==> src/rtl/dff_bank_rr_arbiter.sv <==
// -----------------------------------------------------------------------------
// dff_bank_rr_arbiter
//
// Shares one WIDTH-bit register bank between NREQ requesters. Grants rotate
// round-robin. A granted requester may write the bank on consecutive cycles
// for up to MAX_HOLD writes. Every release passes through one IDLE cycle, so
// there is no combinational path from req to gnt.
//
// Ports
//   clk        rising-edge clock
//   rst        synchronous reset, active-high
//   req        per-requester write request (level)
//   wr_data    requester i data in bits [i*WIDTH +: WIDTH]
//   gnt        one-hot grant (registered)
//   q          shared register bank contents
//   q_valid    high once the bank has been written since reset
//   wr_strobe  high for the cycle after each bank write
//   owner      index of the requester that performed the last write
// -----------------------------------------------------------------------------
module dff_bank_rr_arbiter #(
  parameter int NREQ     = 4,
  parameter int WIDTH    = 8,
  parameter int MAX_HOLD = 4
) (
  input  logic                    clk,
  input  logic                    rst,
  input  logic [NREQ-1:0]         req,
  input  logic [NREQ*WIDTH-1:0]   wr_data,
  output logic [NREQ-1:0]         gnt,
  output logic [WIDTH-1:0]        q,
  output logic                    q_valid,
  output logic                    wr_strobe,
  output logic [$clog2(NREQ)-1:0] owner
);

  localparam int IW = $clog2(NREQ);
  localparam int CW = (MAX_HOLD > 1) ? $clog2(MAX_HOLD) : 1;

  localparam logic [CW-1:0] LAST_CNT = CW'(MAX_HOLD - 1);
  localparam logic [IW-1:0] LAST_IDX = IW'(NREQ - 1);
  localparam logic [IW:0]   NREQ_W   = (IW+1)'(NREQ);

  typedef enum logic {
    IDLE  = 1'b0,
    GRANT = 1'b1
  } state_t;

  state_t            state_q, state_d;
  logic [NREQ-1:0]   gnt_q, gnt_d;
  logic [IW-1:0]     gidx_q, gidx_d;   // index of the current grant holder
  logic [IW-1:0]     ptr_q, ptr_d;
  logic [CW-1:0]     cnt_q, cnt_d;
  logic [WIDTH-1:0]  bank_q, bank_d;
  logic              valid_q, valid_d;
  logic              strobe_q, strobe_d;
  logic [IW-1:0]     owner_q, owner_d;

  // Unpacked view of the requester data lanes.
  logic [WIDTH-1:0]  wdata [NREQ];

  genvar gi;
  generate
    for (gi = 0; gi < NREQ; gi++) begin : g_lane
      assign wdata[gi] = wr_data[gi*WIDTH +: WIDTH];
    end
  endgenerate

  // Rotating priority search: first set req bit at ptr, ptr+1, ... mod NREQ.
  logic [IW-1:0] sel_idx;
  logic          sel_found;
  logic [IW:0]   cand;

  always_comb begin
    sel_idx   = ptr_q;
    sel_found = 1'b0;
    cand      = '0;
    for (int k = 0; k < NREQ; k++) begin
      cand = {1'b0, ptr_q} + (IW+1)'(k);
      if (cand >= NREQ_W) begin
        cand = cand - NREQ_W;
      end
      if (!sel_found && req[cand[IW-1:0]]) begin
        sel_idx   = cand[IW-1:0];
        sel_found = 1'b1;
      end
    end
  end

  // Next-state and datapath.
  always_comb begin
    state_d  = state_q;
    gnt_d    = gnt_q;
    gidx_d   = gidx_q;
    ptr_d    = ptr_q;
    cnt_d    = cnt_q;
    bank_d   = bank_q;
    valid_d  = valid_q;
    owner_d  = owner_q;
    strobe_d = 1'b0;

    unique case (state_q)
      IDLE: begin
        gnt_d = '0;
        if (sel_found) begin
          gnt_d[sel_idx] = 1'b1;
          gidx_d         = sel_idx;
          cnt_d          = '0;
          state_d        = GRANT;
        end
      end

      GRANT: begin
        // Release whenever the holder drops its request or uses its last
        // write; the pointer moves past the holder for fairness.
        if (req[gidx_q]) begin
          bank_d   = wdata[gidx_q];
          owner_d  = gidx_q;
          valid_d  = 1'b1;
          strobe_d = 1'b1;
          if (cnt_q == LAST_CNT) begin
            cnt_d   = '0;
            gnt_d   = '0;
            ptr_d   = (gidx_q == LAST_IDX) ? '0 : gidx_q + IW'(1);
            state_d = IDLE;
          end else begin
            cnt_d = cnt_q + CW'(1);
          end
        end else begin
          cnt_d   = '0;
          gnt_d   = '0;
          ptr_d   = (gidx_q == LAST_IDX) ? '0 : gidx_q + IW'(1);
          state_d = IDLE;
        end
      end

      default: begin
        state_d = IDLE;
        gnt_d   = '0;
      end
    endcase
  end

  always_ff @(posedge clk) begin
    if (rst) begin
      state_q  <= IDLE;
      gnt_q    <= '0;
      gidx_q   <= '0;
      ptr_q    <= '0;
      cnt_q    <= '0;
      bank_q   <= '0;
      valid_q  <= 1'b0;
      strobe_q <= 1'b0;
      owner_q  <= '0;
    end else begin
      state_q  <= state_d;
      gnt_q    <= gnt_d;
      gidx_q   <= gidx_d;
      ptr_q    <= ptr_d;
      cnt_q    <= cnt_d;
      bank_q   <= bank_d;
      valid_q  <= valid_d;
      strobe_q <= strobe_d;
      owner_q  <= owner_d;
    end
  end

  assign gnt       = gnt_q;
  assign q         = bank_q;
  assign q_valid   = valid_q;
  assign wr_strobe = strobe_q;
  assign owner     = owner_q;

endmodule
==> config.mk <==
export PLATFORM = sky130hd
export DESIGN_NAME = dff_bank_rr_arbiter
export DESIGN_NICKNAME = d
export VERILOG_FILES = /design/src/rtl/dff_bank_rr_arbiter.sv
export SDC_FILE = /design/constraint.sdc
export NUM_CORES = 1
export LEC_CHECK = 0
export BUFFER_PORTS_ARGS = -buffer_cell sky130_fd_sc_hd__buf_2
export CELL_PAD_IN_SITES_DETAIL_PLACEMENT = 1
export CELL_PAD_IN_SITES_GLOBAL_PLACEMENT = 1
export CORE_ASPECT_RATIO = 1.2
export CORE_MARGIN = 10
export CORE_UTILIZATION = 30
export DETAILED_ROUTE_END_ITERATION = 10
export PLACE_DENSITY = 0.81
export SYNTH_ARGS = -nofsm -noshare
export SYNTH_HDL_FRONTEND = slang
export SYNTH_SLANG_ARGS = --single-unit
==> constraint.sdc <==
create_clock -name clk -period 1.5 [get_ports clk]
set_input_delay 0.15 -clock clk [delete_from_list [all_inputs] [get_ports clk]]
set_output_delay 0.15 -clock clk [all_outputs]
set_load 0.05 [all_outputs]
==> reports/results.ini <==
[placed_design]
port-buffer-count = 53
post-place-ws_ps = 12.2
dp_hpwl_um = 3090
dp.cells = 235
finalWeightedCongestion = 0.775
postPlaceCellArea_sq_um = 1570

[synthesis]
seq_area_frac_synth = 0.381
synth.net_count = 165
ys_ff_latch = 23
synth-async-reset-ratio = 0
synth_area_leaders = dfxtp_1 (38%), mux4_2 (17%), nand2_1 (6.8%)
syn-cell-area_sq_um = 1210
yosys_warnings = 0
syn_area_per_cell_sq_um = 9.66
synth_top_flop_cell = dfxtp_1
yosysUniqueCellTypes = 30
synth_commonest_cells = dfxtp_1 (23), nand2_1 (22), nor2_1 (14), a21oi_2 (9), mux4_2 (9)
yosys.area.top_type_share = 0.381
synth.most_common_cell = dfxtp_1
synth_edf_count = 0
yosys.area.top_type = dfxtp_1
syn_inst = 125

[critical_path]
worstReg2RegStart = gidx_q[0]$_SDFFE_PP0P_
critical_path_required_ps = 1650
max_stage_delay_ps = 580
path_cells = mux4_2 -> a21boi_4 -> mux2i_1 -> nor2_1
crit_path_start_kind = register
cp_slowest_cell = mux4_2
endpoint_kind = register
cp.arrival_ps = 1640
crit_type = reg -> reg
regToRegSetupSlack_ps = 5
cp-startpoint = gidx_q[0]$_SDFFE_PP0P_
path_max_fanout = 4

[grt]
met2_usage = 0.195
grt_max_degree = 18
grt_pass1_vias = 1249
overflow = 0
met3_usage = 0.0262
track_usage = 0.105
use_met1 = 0.116
top_usage_layer = met2
grt_pass1_wl_um = 5930
antenna_found_initial = 0

[timing]
max_freq_ghz = 0.669
hold_violations = 0
rsz0062_at_grt = yes
min_period_ps = 1500
fin_ws_ps = 4.68
max_slew_margin = 0.791
timing.final.crit_share = 0.997
worst_slew_pin_slew_ps = 311
skew_ps = 3.08
slew_violations = 0
setup_viol = 0

[pwr]
p_sw_mw = 0.489
pwr-share-comb = 0.307
power.share.switching = 0.321
power_density_nw_per_um2 = 912
ir_worst_vdd_mv = 0.283
p_clk_frac = 0.247
p_leak_nw = 0.729
p_seq_frac = 0.447
p_int_mw = 1.03

[cts]
clock_latency_ps = 260
numClockSinks = 23
clkSlewWorstSetupHoldPaths_ps = 80
cts_tree = done
cts-root-buf = clkbuf_8
cts_max_path_buffers = 2
cts_buffers = 3
htree_levels = 1

[drt]
drt_iter0_drc = 46
dr.pass1.iters = 4
via_count = 1168
wl_per_cell_um = 15.8
viasPerCell = 4.85
drt_wl_total_um = 3800
drc = 0
ant_nets = 0

[layout]
finish.instance_area_sq_um = 1670
fill_cells = 467
area.growth.synth_to_final_pct = 38.1
fin_cells = 241
multi_input_area_sq_um = 737
insertedDiodeCount = 0
fin_util = 0.427
regArea_sq_um = 462
fin_nets = 228
drive_gt1_frac = 0.519

[min_path]
hp-start = rst
hold_path.class = in -> reg

[floorplanning]
io_pins = 54
die_y_um = 89.5
die_x_um = 77.9
initial_core_util = 0.309
core_sq_um = 3910
die_area_sq_um = 6970
num_rows = 25

[status]
status = completed

[flow_run]
drv_cap = 0

## area by class of cell
type                    instances  share of cell area
flip-flops and latches         23               0.277
repair buffers                 63               0.209
clock buffers                   3              0.0248
inverters                       2             0.00450
clock inverters                 1             0.00300
multi-input cells              95               0.442
well taps                      54              0.0405
## routing by layer
metal / routed length, um / part of all wire / vias up
met5: 0 / 0 / -
met4: 36 / 0.0095 / 0
met3: 222 / 0.058 / 2
met2: 1960 / 0.51 / 38
met1: 1590 / 0.42 / 561
li1: - / - / 567
## cells by family (layout without fill, tap and decap cells)
| logic type | Yosys count | count (layout) | synth area share |
|---|---|---|---|
| fa+ha+maj | 2 | 2 | 0.0207 |
| mux | 11 | 11 | 0.184 |
| simple gates | 54 | 55 | 0.204 |
| flops | 23 | 23 | 0.381 |
| compound gates | 27 | 27 | 0.171 |
| buf+inv | 8 | 69 | 0.0383 |
## through the flow
stage | total power, mW | setup TNS, ps | hold WS [ps]
floorplan | 0.995 | 0 | 229
global placement | 1.13 | 0 | 408
detailed placement | 1.14 | 0 | 414
CTS | 1.52 | 0 | 130
global route | 1.61 | -475 | 143
finish | 1.52 | 0 | 136
## power groups by stage
stage / sequential, mW / combinational [mW] / clock (mW)
final: 0.679 / 0.466 / 0.376
after global routing: 0.686 / 0.510 / 0.414
after CTS: 0.676 / 0.453 / 0.393
after detailed placement: 0.690 / 0.450 / 0
after floorplan: 0.787 / 0.209 / 0
after global placement: 0.690 / 0.438 / 0
## worst paths after layout
| kind | to | cells after the start |
|---|---|---|
| worst max-delay path | ptr_q[1]$_SDFFE_PP0P_ | 4 |
| worst min-delay path | gnt[1]$_SDFFE_PP0P_ | 2 |
| worst max register to register | ptr_q[1]$_SDFFE_PP0P_ | 4 |
| worst min register to register | gnt[0]$_SDFFE_PP0P_ | 2 |
## state kept, by name, summed over array words and instances (netlist names)
signal	cells
q	8
gnt	4
cnt_q	2
gidx_q	2
owner	2
ptr_q	2
q_valid	1
state_q	1
wr_strobe	1
## timing repair
item | in CTS | in global routing
gates resized for setup | 1 | 9
hold buffers | 0 | 0
setup endpoints to repair | 1 | 15
setup buffers | 0 | 1
gates cloned | 0 | 1
pin swaps | 0 | 11
## placed cells by master (no fill, tap or decap), types with 2 or more instances in the layout
cell type,Yosys,layout
a22oi_2,0,2
nand2_2,1,3
buf_4,0,8
mux4_2,9,9
a21oi_2,9,10
buf_6,2,2
nand2b_1,3,3
nor3_1,5,5
nor4_1,2,2
ha_1,2,2
dfxtp_1,23,22
clkbuf_8,0,3
mux2i_1,2,2
buf_2,1,53
nor2b_1,2,2
nor2_1,14,13
nand2_1,22,19
or2_1,2,2
inv_1,2,2
a21oi_1,6,5
o21ai_1,2,2
## critical path: cells and delay by family, from the launching register on
family,cells,cell delay [ps]
muxes,2,780
and+or+nand+nor,1,50
DFF,1,340
AOI/OAI and AO/OA,1,210
(Power assumes the default switching activity.)
